===== src/rtl/seg_pkg.sv =====
// rtl/seg_pkg.sv - shared types and hex segment table for the display scanner
package seg_pkg;

  typedef enum logic [1:0] {
    OFF   = 2'd0,
    LOAD  = 2'd1,
    SHOW  = 2'd2,
    BLANK = 2'd3
  } state_t;

  localparam int SEG_W = 7;

  // Segment patterns {a,b,c,d,e,f,g} for hex digits 0..F, entry 0 leftmost.
  localparam logic [0:15][SEG_W-1:0] SEG_TABLE = {
    7'h7E, 7'h30, 7'h6D, 7'h79, 7'h33, 7'h5B, 7'h5F, 7'h70,
    7'h7F, 7'h73, 7'h77, 7'h1F, 7'h4E, 7'h3D, 7'h4F, 7'h47
  };

endpackage


===== src/rtl/hex7seg.sv =====
// rtl/hex7seg.sv - combinational hex nibble to 7-segment decoder
module hex7seg
  import seg_pkg::*;
(
  input  logic [3:0]       nib,
  output logic [SEG_W-1:0] seg
);

  // Pure table lookup; the controller registers the result.
  always_comb begin
    seg = SEG_TABLE[nib];
  end

endmodule


===== src/rtl/seg_scan_ctrl.sv =====
// rtl/seg_scan_ctrl.sv - multiplexed 7-segment scanner; SEG_SCAN_LZ_BLANK_EN adds leading-zero blanking
module seg_scan_ctrl
  import seg_pkg::*;
#(
  parameter int NUM_DIGITS   = 4,
  parameter int DWELL_CYCLES = 50000,
  parameter int BLANK_CYCLES = 500
) (
  input  logic                    CLK,
  input  logic                    CLR,
  input  logic                    EN,
  input  logic [4*NUM_DIGITS-1:0] DATA,
  input  logic [NUM_DIGITS-1:0]   DP,
  output logic [SEG_W-1:0]        seg,
  output logic                    dp_out,
  output logic [NUM_DIGITS-1:0]   DIG,
  output logic                    frame_start
);

  localparam int TMAX = (DWELL_CYCLES > BLANK_CYCLES) ?
                        ((DWELL_CYCLES > 2) ? DWELL_CYCLES : 2) :
                        ((BLANK_CYCLES > 2) ? BLANK_CYCLES : 2);
  localparam int TW = $clog2(TMAX);
  localparam int IW = $clog2(NUM_DIGITS);

  localparam logic [TW-1:0] DWELL_LAST = TW'(DWELL_CYCLES - 1);
  localparam logic [TW-1:0] BLANK_LAST = TW'((BLANK_CYCLES > 0) ? BLANK_CYCLES - 1 : 0);
  localparam logic [IW-1:0] IDX_LAST   = IW'(NUM_DIGITS - 1);
  localparam logic [NUM_DIGITS-1:0] DIG_ONE = {{(NUM_DIGITS-1){1'b0}}, 1'b1};

  state_t                  state, state_n;
  logic [IW-1:0]           idx, idx_n;
  logic [TW-1:0]           timer, timer_n;
  logic [4*NUM_DIGITS-1:0] frame_data;
  logic [NUM_DIGITS-1:0]   frame_dp;
  logic                    snap;

  logic [3:0]              nib;
  logic [SEG_W-1:0]        dec;
  logic                    suppress;
  logic [SEG_W-1:0]        seg_n;
  logic                    dp_n;
  logic [NUM_DIGITS-1:0]   dig_n;
  logic                    fs_n;

`ifdef SEG_SCAN_LZ_BLANK_EN
  logic [NUM_DIGITS-1:0]   lz_mask;
  logic [NUM_DIGITS-1:0]   lz_mask_n;

  // A digit above 0 is blank when it and every digit to its left are zero.
  always_comb begin
    logic all_zero;
    all_zero  = 1'b1;
    lz_mask_n = '0;
    for (int i = NUM_DIGITS - 1; i >= 1; i--) begin
      all_zero     = all_zero & (DATA[4*i +: 4] == 4'h0);
      lz_mask_n[i] = all_zero;
    end
  end

  // Suppression mask is captured alongside the frame snapshot.
  always_ff @(posedge CLK) begin
    if (CLR) begin
      lz_mask <= '0;
    end else if (snap) begin
      lz_mask <= lz_mask_n;
    end
  end

  assign suppress = lz_mask[idx_n];
`else
  assign suppress = 1'b0;
`endif

  // Single shared decoder, fed with the nibble of the digit about to be driven.
  assign nib = frame_data[{idx_n, 2'b00} +: 4];

  hex7seg u_hex7seg (
    .nib (nib),
    .seg (dec)
  );

  // Next state, digit index, timer, and registered-output values.
  always_comb begin
    state_n = state;
    idx_n   = idx;
    timer_n = timer;
    if (!EN) begin
      state_n = OFF;
      idx_n   = '0;
      timer_n = '0;
    end else begin
      case (state)
        OFF: begin
          state_n = LOAD;
          idx_n   = '0;
          timer_n = '0;
        end
        LOAD: begin
          state_n = SHOW;
          idx_n   = '0;
          timer_n = '0;
        end
        SHOW: begin
          if (timer == DWELL_LAST) begin
            timer_n = '0;
            if (BLANK_CYCLES == 0) begin
              if (idx == IDX_LAST) begin
                state_n = LOAD;
                idx_n   = '0;
              end else begin
                state_n = SHOW;
                idx_n   = idx + 1'b1;
              end
            end else begin
              state_n = BLANK;
            end
          end else begin
            timer_n = timer + 1'b1;
          end
        end
        BLANK: begin
          if (timer == BLANK_LAST) begin
            timer_n = '0;
            if (idx == IDX_LAST) begin
              state_n = LOAD;
              idx_n   = '0;
            end else begin
              state_n = SHOW;
              idx_n   = idx + 1'b1;
            end
          end else begin
            timer_n = timer + 1'b1;
          end
        end
        default: begin
          state_n = OFF;
          idx_n   = '0;
          timer_n = '0;
        end
      endcase
    end

    // Snapshot is taken on the edge that enters LOAD, coinciding with frame_start.
    snap  = (state_n == LOAD);
    fs_n  = (state_n == LOAD);
    dig_n = (state_n == SHOW) ? (DIG_ONE << idx_n) : '0;
    dp_n  = (state_n == SHOW) ? frame_dp[idx_n] : 1'b0;
    seg_n = ((state_n == SHOW) && !suppress) ? dec : '0;
  end

  // State, index and timer registers.
  always_ff @(posedge CLK) begin
    if (CLR) begin
      state <= OFF;
      idx   <= '0;
      timer <= '0;
    end else begin
      state <= state_n;
      idx   <= idx_n;
      timer <= timer_n;
    end
  end

  // Frame snapshot; held through OFF so only LOAD ever refreshes it.
  always_ff @(posedge CLK) begin
    if (CLR) begin
      frame_data <= '0;
      frame_dp   <= '0;
    end else if (snap) begin
      frame_data <= DATA;
      frame_dp   <= DP;
    end
  end

  // Output registers, updated on the same edge as the state.
  always_ff @(posedge CLK) begin
    if (CLR) begin
      seg         <= '0;
      dp_out      <= 1'b0;
      DIG         <= '0;
      frame_start <= 1'b0;
    end else begin
      seg         <= seg_n;
      dp_out      <= dp_n;
      DIG         <= dig_n;
      frame_start <= fs_n;
    end
  end

endmodule


===== config.mk =====
export PLATFORM = sky130hd
export DESIGN_NAME = seg_scan_ctrl
export DESIGN_NICKNAME = d
export VERILOG_FILES = /design/src/rtl/seg_pkg.sv /design/src/rtl/hex7seg.sv /design/src/rtl/seg_scan_ctrl.sv
export SDC_FILE = /design/constraint.sdc
export NUM_CORES = 1
export LEC_CHECK = 0
export CORE_ASPECT_RATIO = 2
export CORE_MARGIN = 4
export CORE_UTILIZATION = 53
export DETAILED_ROUTE_END_ITERATION = 12
export PLACE_DENSITY = 0.78
export SLEW_MARGIN = 20
export SYNTH_ARGS = -nofsm -noshare
export SYNTH_HDL_FRONTEND = slang
export SYNTH_SLANG_ARGS = --single-unit

===== constraint.sdc =====
create_clock -name CLK -period 4 [get_ports CLK]
set_input_delay 0.4 -clock CLK [delete_from_list [all_inputs] [get_ports CLK]]
set_output_delay 0.4 -clock CLK [all_outputs]
set_load 0.005 [all_outputs]

Word-level counts from Yosys, hierarchy flattened
Memories as Yosys holds them, arrays and structs flattened. A register that Yosys moved wholly into a read port is not among the register bits. Index checks and enable logic that the tools add are counted.

$add $sub $neg: 2. $lt $le $gt $ge: 1. Eq/ne operators: 8. Shifts and indexed selects: 2. Mux-type cells: 14. Bitwise logic cells: 3. Reduce and logical (&&, ||, !) cells: 4.

Operators by type and width (number): $pmux W16 S3 (1); $mux W16 (2); $add A16 B1 Y16 const B (1); $eq A16 B16 Y1 const B (1); $eq A16 B9 Y1 const B (1); $shiftx A16 B5 Y4 (1); $mux W2 (7); $eq A2 B2 Y1 const B (4); $pmux W2 S4 (1); $reduce_or A2 Y1 (3); $not A4 Y5 (1); $eq A2 B1 Y1 const B (2); $pmux W2 S2 (1); $shl A1 B2 Y4 const A (1); $lt A2 B3 Y1 const B (1); $add A2 B1 Y2 const B (1); $bmux W1 S2 (1); $logic_not A2 Y1 (1); $not A1 Y1 (2); $mux W1 (1).

Bits in registers: 46. Bits in read-only memories: 112. Bits of input ports: 23. Output and inout port bits: 13. Logic and storage cells: 43. Memories kept: 1.

Memories: (no name shown) (words 16, bits a word 7, rd ports 1, clocked after Yosys merged registers in 1, wr ports 0, line hex7seg.sv:11) `seg = SEG_TABLE[nib];`.

Longest topological paths before layout
Depth after elaboration: 8. Depth in mapped cells: 14. Mapped depth without buffers: 13.

Modules after synthesis
A second synthesis with hierarchy kept.

Cells, all modules: 265. Area total of the unflattened synthesis: 2488.6 um^2.

By module, submodules not included: seg_scan_ctrl (times used 1, cells each 228, area each 2202.1 um^2, seq. area each 1061.0 um^2); hex7seg (times used 1, cells each 37, area each 286.5 um^2, seq. area each 0.0 um^2).

Worst setup path after synthesis
Ideal clock, no wire load.

Path type: register to register. From: register timer[0]. To: register seg[3]. Library setup time: 129 ps. Arrival: 2994 ps. Required time: 3871 ps. Slack: 877 ps. Stages on the path, launching flop included: 12. Buffers on the path: 1. Period minus slack after synthesis: 3123 ps. Cells stage by stage: dfxtp_1 ha_1 nor4b_4 nand4b_4 or3_2 nand2_1 clkbuf_2 mux2i_1 ha_1 mux2i_1 a221oi_1 nor2_1.

Longest elaborated chain between the ends: 7. Elaborated cells between the ends (all ways): 14. Classes of those cells: eq/ne (3); shift (1); mux (7); bitwise (2); reduce/logical (1).

RTL lines: start, declared (line seg_scan_ctrl.sv:33) `logic [TW-1:0] timer, timer_n;`; start signal, assigned (line seg_scan_ctrl.sv:161) `timer <= timer_n;`; parallel branches: the longest is 7 deep, another holds $eq A16 B9 Y1; end, declared (line seg_scan_ctrl.sv:14) `output logic [SEG_W-1:0] seg,`.

Several ways; the timed one is not identified. A chain may end at the register's enable or synchronous reset.

Worst setup path after layout
Same ends and word-level chain as after synthesis.

==> impl_metrics.yaml <==
status:
  run_status: "completed"
sta:
  final-setup-viol-count: 0
  max_clock_freq_ghz: 0.294
  worst_slew_pin_slew_ns: 0.852
  clock_skews_ns: 0.00896
  final_hold_viol_count: 0
  final_period_minus_worst_setup_slack_ns: 3.40
  postLayoutSetupSlackWorst_ns: 0.602
  post-route-period-util: 0.849
  slew_headroom: 0.430
  rsz0062_at_grt: "no"
  finalSetupTns_ns: 0
  slew_viol_final: 0
  timing.hold.ws_ns: 0.460
placement:
  dpl-instance-area_um2: 2790
  place.port_buffers: 35
  placement.setup.worst_slack_ns: 0.668
  globalplace.congestion: 0.833
  hpwl_dp_um: 3780
min_path:
  worstHoldEndpoint: "timer[0]"
  holdCritPathClass: "flip-flop to flip-flop"
  hold-path-cell-count: 1
  worst_hold_startpoint: "timer[0]"
global_route:
  first_pass_grt_wire_length_um: 7910
  grt_util_all_layers: 0.175
  via_count_of_the_first_global_routing_pass: 1807
  largest_net_degree_at_the_start_of_global_routing: 26
  antenna_found_initial: 0
  congestion_overflow_gr: 0
route:
  routedWlPerCell_um: 14.6
  antenna_left: 0
  post-route-drc-count: 0
  drt_first_pass_iters: 4
  vias_per_cell: 5.54
  detailedRoute.firstIterationViolations: 35
  finalWirelength_um: 4970
  via_count: 1883
floorplan:
  std_cell_rows: 34
  initial_core_utilization: 0.551
  design.core.area_um2: 4380
  ioPinCount: 36
  die_span_in_y_um: 103
  die-area_um2: 5770
  die_width_um: 55.7
worst_setup_path:
  crit_cells: 11
  crit_family: "simple AND/OR/NAND/NOR gates"
  timing.rr.start: "timer[0]"
  worst-endpoint-required_ns: 4.18
  timing.critical_path.cells: "ha_1 -> nor4b_4 -> nand4b_4 -> or4_4 -> a21oi_2 -> mux2i_1 -> mux2i_1 -> ha_1 -> mux2i_1 -> a221oi_1 -> nor2_1"
  arrival_ns: 3.58
  critical_path_class: "flip-flop to flip-flop"
  timing.critical_path.fanout_max: 8
  timing.critical_path.slowest_stage_cell: "sky130_fd_sc_hd__mux2i_1"
  worstPathBufferInverterCount: 0
  library_cell_appearing_most_often_on_the_critical_path: "sky130_fd_sc_hd__mux2i_1"
  rr_worst_depth: 11
  worstReg2RegEnd: "seg[3]"
  start_kind: "flip-flop"
  cp_slowest_stage_delay_ns: 0.48
  worst_setup_path_end_kind: "flip-flop"
  setup.reg_to_reg.worst_slack_ns: 0.60
pwr:
  sequentialPowerShare: 0.540
  sw_frac_of_total: 0.217
  internal_power_mw: 0.803
  power.combinational.fraction: 0.102
  power_switching_mw: 0.223
  cellLeakagePower_nw: 1.14
  power.ir.vdd_worst_mv: 0.266
  cellPowerDensity_nw_per_um2: 353
  report.power.total_mw: 1.03
  power.clock.fraction: 0.358
logic_synthesis:
  ys_async_sr_fraction: 0
  ys_warn_count: 0
  seq_area_frac_synth: 0.439
  netlist_area_um2: 2420
  postSynthAreaPerCell_um2: 9.55
  synth.ff_latch_count: 53
  yosys-top-cells-count: "sky130_fd_sc_hd__dfxtp_1, sky130_fd_sc_hd__nor2_1, sky130_fd_sc_hd__mux2i_1, sky130_fd_sc_hd__nand3_1, sky130_fd_sc_hd__nand2_1"
  synthFlopType: "sky130_fd_sc_hd__dfxtp_1"
  synth_enable_flop_cells: 0
  mappedNetlistNets: 285
  synth.top_cell.area_share: 0.439
  netlist-cell-type-count: 49
  netlist_instances: 253
  synth_area_leaders: "sky130_fd_sc_hd__dfxtp_1, sky130_fd_sc_hd__mux2i_1, sky130_fd_sc_hd__nor2_1, sky130_fd_sc_hd__ha_1, sky130_fd_sc_hd__xor2_1"
  synth_largest_area_cell: "sky130_fd_sc_hd__dfxtp_1"
  most_instantiated_library_cell_after_synthesis: "sky130_fd_sc_hd__dfxtp_1"
cts:
  clk_latency_ns: 0.30
  cts_tree: "done"
  cts_buffers: 5
  h-tree-depth: 2
  cts_resized: 0
  clkSinkCount: 53
  number_of_setup_buffers_added_after_cts: 0
  ctsHoldBuffers: 0
  cts.clk_slew.worst_paths_ns: 0.09
  clockRootBuffer: "sky130_fd_sc_hd__clkbuf_8"
  cts_max_path_buffers: 2
flow_run:
  maxCapViolations: 0
finish:
  filler_cell_count: 351
  area.growth.synth_to_final_pct: 20.5
  register_area_um2: 1060
  layout.nets: 317
  diodes: 0
  multi_input_comb_area_um2: 1270
  post_route_cells_drive_above_1_share: 0.0769
  design_area_um2: 2910
## metrics by stage
stage / std cells / util
after detailed placement: 332 / 0.638
final: 340 / 0.664
after CTS: 340 / 0.664
after global placement: 332 / 0.638
after global routing: 340 / 0.664
after floorplan: 253 / -
## worst max-delay path by stage
stage	from	end
2_1_floorplan	timer[0]	seg[3]
3_3_place_gp	timer[0]	seg[3]
3_5_place_dp	timer[0]	seg[3]
4_1_cts	timer[0]	seg[3]
5_1_grt	timer[0]	seg[3]
6_report	timer[0]	seg[3]
## sequential cells by signal, indices dropped and copies added (netlist names)
| signal | count |
|---|---|
| frame_start | 1 |
| timer | 16 |
| dp_out | 1 |
| idx | 2 |
| seg | 7 |
| frame_dp | 4 |
| frame_data | 16 |
| DIG | 4 |
| state | 2 |
## power by group through the flow
stage	Combinational (mW)	Clock, mW	Sequential [mW]
4_1_cts	0.105	0.377	0.554
5_1_grt	0.116	0.391	0.556
2_1_floorplan	0.0662	0	0.564
6_report	0.105	0.368	0.554
3_5_place_dp	0.104	0	0.567
3_3_place_gp	0.102	0	0.566
## cell families (layout without fill, tap and decap cells)
group | after synthesis | in the layout | share of synthesized area
buf+inv | 19 | 52 | 0.0368
xor+xnor | 14 | 14 | 0.0508
mux | 28 | 28 | 0.123
simple gates | 102 | 102 | 0.218
flops | 53 | 53 | 0.439
fa+ha+maj | 9 | 9 | 0.0466
compound gates | 28 | 28 | 0.0865
## cell usage in the layout, fill, tap and decap left out, types with 2 or more instances in the layout
cell type	Yosys	final
sky130_fd_sc_hd__dfxtp_1	53	53
sky130_fd_sc_hd__nor2_1	50	50
sky130_fd_sc_hd__clkdlybuf4s50_1	0	35
sky130_fd_sc_hd__mux2i_1	27	27
sky130_fd_sc_hd__nand3_1	13	13
sky130_fd_sc_hd__nand2_1	12	12
sky130_fd_sc_hd__xor2_1	11	11
sky130_fd_sc_hd__ha_1	9	9
sky130_fd_sc_hd__inv_1	6	6
sky130_fd_sc_hd__a21oi_1	6	6
sky130_fd_sc_hd__clkbuf_8	0	6
sky130_fd_sc_hd__nor3_1	5	5
sky130_fd_sc_hd__and3_1	4	4
sky130_fd_sc_hd__xnor2_1	3	3
sky130_fd_sc_hd__o211a_1	3	3
sky130_fd_sc_hd__a221oi_1	3	3
sky130_fd_sc_hd__buf_4	0	3
sky130_fd_sc_hd__a31oi_1	2	2
sky130_fd_sc_hd__nand4_1	2	2
sky130_fd_sc_hd__a311oi_1	2	2
sky130_fd_sc_hd__nor3b_1	2	2
## layer usage
layer / vias up / share of wire / global-route usage / wire length, µm
met4: 0 / 0.024 / 0.0955 / 120
met2: 42 / 0.58 / 0.366 / 2900
met1: 890 / 0.36 / 0.152 / 1800
li1: 941 / - / - / -
met5: - / 0 / 0 / 0
met3: 10 / 0.031 / 0.0286 / 155
## cell type report
cell class | count | share of cell area
Clock inverter | 1 | 0.0103
Timing Repair Buffer | 38 | 0.128
Tap cell | 54 | 0.0232
Sequential cell | 53 | 0.365
Inverter | 6 | 0.00774
Clock buffer | 7 | 0.0297
Multi-Input combinational cell | 181 | 0.436
No activity file was read; power rests on OpenSTA's default activity.
==> edit 1 (same settings) <==
Register the inputs `EN` and `DP` before use, without a reset. The logic sees them one clock later. The other inputs are not delayed to match.
--- a/src/rtl/seg_scan_ctrl.sv
+++ b/src/rtl/seg_scan_ctrl.sv
@@ -30,2 +30,10 @@
 
+  logic EN_q;
+  logic [NUM_DIGITS-1:0] DP_q;
+
+  always_ff @(posedge CLK) begin
+    EN_q <= EN;
+    DP_q <= DP;
+  end
+
   state_t                  state, state_n;
@@ -87,3 +95,3 @@
     timer_n = timer;
-    if (!EN) begin
+    if (!EN_q) begin
       state_n = OFF;
@@ -171,3 +179,3 @@
       frame_data <= DATA;
-      frame_dp   <= DP;
+      frame_dp   <= DP_q;
     end
Behaviour: not the same (Yosys sat finds a counterexample within 4 cycles, from zero or initial values).
==> edit 1 against the unedited design <==
Clock power up 46%. Final area is 6.9% higher. Worst setup slack lost 0.13 ns. Wire length down 1.0%. Clock skew fell by 0.0041 ns. Sequential power up 10%. Synthesized area is 4.8% higher. Sequential cell count increased by 5. Power rose by 22%.
==> edit 1: results (changes against the unedited design) <==
** Status
- The run finished with clean final reports.

** Drt
- The met2 layer wire length in the routed design was 2859 um (-1.3%).
- Detailed-route via count :: 1939 (+3.0%)
- The total length of routed met3 wires came to 163 um (+5.2%).
- Signal routing reaches up to met4.
- Wire length per cell :: 13.78 um (-5.8%)
- Sum of routed wire segments on met1 :: 1780 um (-0.89%)
- DR iter-0 viols :: 31 (-11%)

** Placement
- The standard cell area after detailed placement was 2908 um2 (+4.1%).
- The placed cell count came to 341 (+2.7%).
- The routability-driven placement congestion ratio is 0.7656 (-8.1%).
- The post-DP HPWL was 3613 um (-4.6%).
- Setup Slack @ Placement :: 0.5028 ns (-0.1648 ns)

** Cells and area
- Largest regs :: frame_data (16), timer (16), seg (7)
- The number of nets in the final layout came to 329 (+3.8%).
- The final-layout fill cell count was 366 (+4.3%).
- Finished Layout Cells :: 357 (+5.0%)
- Ratio of cells with drive above 1 in the final layout :: 0.1126 (+0.03566)

** Synth
- Ranked by instance count, the synthesized netlist is headed by dfxtp_1, nor2_1, mux2i_1.
- Sorting the synthesized cells by area gives the leading types as dfxtp_1, mux2i_1, nor2_1, ha_1, xnor2_1.
- The number of unique standard cell types used by synthesis was 48 (-2.0%).
- The post-synthesis net count is 291 (+2.1%).
- The register area share after synthesis was 0.4587 (+0.01957).
- The count of mapped cells out of synthesis is 259 (+2.4%).

** Setup path
- Slowest cell delay on critical path :: 0.52 ns (+0.04 ns)
- The worst setup slack for register-to-register paths came to 0.48 ns (-0.13 ns).
- The worst path arrival time is 3.79 ns (+0.21 ns).
- Critical setup path kind :: register to register
- The largest fanout on the critical path is 15 (+7).
- Tracing the worst setup path back leads to its startpoint at timer[0].
- Slowest cell on the critical path :: or4b_1

** Hold path
- Hold Path Cell Cnt :: 1 (unchanged)
- Launch point of the worst hold path :: timer[0]

** Global routing
- The global routing usage on met3 was 0.05637 (+0.02780).
- The aggregate global-route resource usage came to 0.1853 (+0.01053).
- Met2 usage :: 0.3518 (-0.01405)
- Initial antenna violation count :: 0 (unchanged)
- Met1 capacity usage during global routing :: 0.1641 (+0.01248)
- The via count of the first global-routing pass is 2057 (+14%).
- The first-pass GRT wire length was 8659 um (+9.4%).

** Floorplan
- Core region area :: 4598 um2 (+4.9%)

** Timing
- WHS :: 0.4562 ns (-0.004273 ns)
- Worst clock skew on the final layout :: 0.004866 ns (-0.004090 ns)
- The final number of max-transition violations was 0 (unchanged).
- The slew at the pin closest to its max-slew limit came to 0.5473 ns (-0.3047 ns).
- Final min period :: 3.525 ns (+0.1268 ns)

** Clock network
- Worst-path clk slew :: 0.07 ns (-0.02 ns)
- Number of levels in the clock H-tree :: 3 (+1)
- The clock insertion delay at the later pin of the skew report came to 0.33 ns (+0.03 ns).
- The total CTS buffers came to 9 (+4).

** Power and ir drop
- The leakage power of the design is 1.174 nW (+2.7%).
- The worst voltage drop across the vdd grid was 426.6 uV (+61%).
edit 1: cell type report:
type,instances,area (um2),share of cell area
timing repair buffer,39,380.4,0.1223
inverter,6,22.52,0.007241
multi-input combinational,183,1275,0.4099
tap,55,68.82,0.02212
clock buffer,9,123.9,0.03982
clock inverter,7,78.83,0.02534
sequential,58,1161,0.3733
edit 1: kinds of logic (layout without fill, tap and decap cells):
kind of cell,after synthesis,in the layout,synth area share
AO/OA/AOI/OAI,23,23,0.07613
XOR/XNOR,15,15,0.05190
adder cells (fa/ha/maj),9,9,0.04449
buffers and inverters,18,61,0.03757
flip-flops,58,58,0.4587
multiplexers,32,32,0.1285
AND/OR/NAND/NOR,104,104,0.2027
edit 1: power by group:
group | leakage, nW | switching [W] | internal [W] | total (W)
Combinational | 0.609 | 0.0000506 | 0.0000604 | 0.000111
Sequential | 0.473 | 0.0000121 | 0.000598 | 0.000610
Clock | 0.0921 | 0.000245 | 0.000291 | 0.000536
Total | 1.17 | 0.000307 | 0.000949 | 0.00126
==> edit 2 (config.mk and constraints unchanged) <==
Made on the original files. The parameter `BLANK_CYCLES` goes from 500 to 2000.
--- a/src/rtl/seg_scan_ctrl.sv
+++ b/src/rtl/seg_scan_ctrl.sv
@@ -6,3 +6,3 @@
   parameter int DWELL_CYCLES = 50000,
-  parameter int BLANK_CYCLES = 500
+  parameter int BLANK_CYCLES = 2000
 ) (
Function: same outputs for any inputs over 10 cycles, from zero or initial values; that may be too few to reach the edited logic, so the function may still have changed.
==> edit 2 against the unedited design <==
Synthesized area down 0.88%. Worst setup slack worse by 0.084 ns. Via count up 4.5%. Power down 9.5%. Worst hold slack worse by 0.021 ns. Non-clock buffer count up 1. Final area down 2.8%. Wire length down 2.4%. Sequential cell count unchanged. Clock skew up 0.0044 ns. Critical path type unchanged. Highest routed layer unchanged.
==> edit 2: results (changes against the unedited design) <==
** Status
- The flow ran to the end, and the final reports show no timing, DRC or antenna violations.

** Synth
- The post-synthesis net count is 310 (+8.8%).
- Number of distinct library cells after synthesis :: 45 (-8.2%)
- Post-synth top cells :: dfxtp_1, nand2_1, nor2_1
- The register area share after synthesis was 0.4431 (+0.003901).

** Placement
- The routability-driven placement congestion ratio was 0.8164 (-2.0%).
- The post-DP HPWL came to 3736 um (-1.3%).

** Cells and area
- Clock buffers and inverters, area share :: 0.02609 (-0.01389)
- Final-layout fill cell count :: 402 (+15%)
- The number of combinational gates with multiple inputs was 204 (+13%).
- Seq area share :: 0.3751 (+0.01048)
- The fraction of final layout cells with drive strength greater than 1 is 0.05863 (-0.01829).
- The clock buffer count was 5 (-2).
- The share of cell area taken by multi-input logic gates was 0.4339 (-0.002492).
- Area share of buffers outside the clock network :: 0.1345 (+0.006337)
- Number of ordinary inverters in the final layout :: 5 (-1)
- Layout buffer count excluding clock buffers :: 39 (+2.6%)

** Power and ir drop
- The internal power came to 0.0007080 W (-12%).
- The leakage power of the design is 0.9660 nW (-15%).
- Largest voltage drop on the vdd net :: 385.5 uV (+45%)

** Drt
- Post-detailed-route via-to-cell ratio :: 5.452 (-1.6%)
- Final routed wirelength across all metal layers :: 4849 um (-2.4%)
- DR iter-0 viols :: 38 (+8.6%)

** Setup path
- Count of cells along the worst register-to-register path :: 10 (-1)
- Slowest cell on the critical path :: or4_4
- The worst stage delay on the critical path came to 0.56 ns (+0.08 ns).
- Data arrival time of the critical path :: 3.72 ns (+0.14 ns)

** Global routing
- Vias in the first global route :: 1919 (+6.2%)
- Wire length of the first global-routing pass :: 8424 um (+6.4%)
- The aggregate global-route resource usage is 0.1871 (+0.01234).
- Maximum number of pins on one net before global-route repair :: 21 (-19%)

** Timing
- Headroom to the max-slew limit :: 0.5295 (+0.09924)
- Worst clock skew on the final layout :: 0.01340 ns (+0.004445 ns)

** Hold path
- The number of stages on the worst hold path was 1 (unchanged).
==> edit 2: power groups by stage <==
stage / Clock, W / Sequential (W) / Combinational (W)
after floorplan: 0 / 0.000563 / 0.0000618
after global routing: 0.000304 / 0.000555 / 0.000111
after CTS: 0.000282 / 0.000553 / 0.0000994
after detailed placement: 0 / 0.000566 / 0.0000992
final: 0.000277 / 0.000553 / 0.0000986
after global placement: 0 / 0.000566 / 0.0000968
==> edit 2: metrics by stage <==
stage                     cells  instance area (um2)  worst slack (ns)
after CTS                   361                 2829            0.5175
after global routing        361                 2829            0.2510
after global placement      355                 2755            0.6342
after floorplan             278                 2395            0.6816
final                       361                 2829            0.5184
after detailed placement    355                 2755            0.5379
==> edit 2: final timing paths <==
check,to,startpoint,slack [ns]
worst max-delay path,seg[6],timer[4],0.52
worst min-delay path,timer[0],timer[0],0.44
worst max register to register,seg[6],timer[4],0.52
worst min register to register,timer[0],timer[0],0.44
==> edit 2: logic make-up (layout without fill, tap and decap cells) <==
group,after synthesis,in the layout,share of synthesized area
AND/OR/NAND/NOR,125,125,0.2482
flip-flops,53,53,0.4431
multiplexers,12,12,0.05225
buffers and inverters,21,50,0.04441
adder cells (fa/ha/maj),9,9,0.04702
AO/OA/AOI/OAI,44,44,0.1139
XOR/XNOR,14,14,0.05120
==> edit 2: layer usage <==
metal,track usage,vias up,share of wire
met3,0.03133,8,0.024
li1,-,1005,-
met2,0.3631,26,0.56
met1,0.1843,929,0.39
met5,0,-,0
met4,0.1049,0,0.026
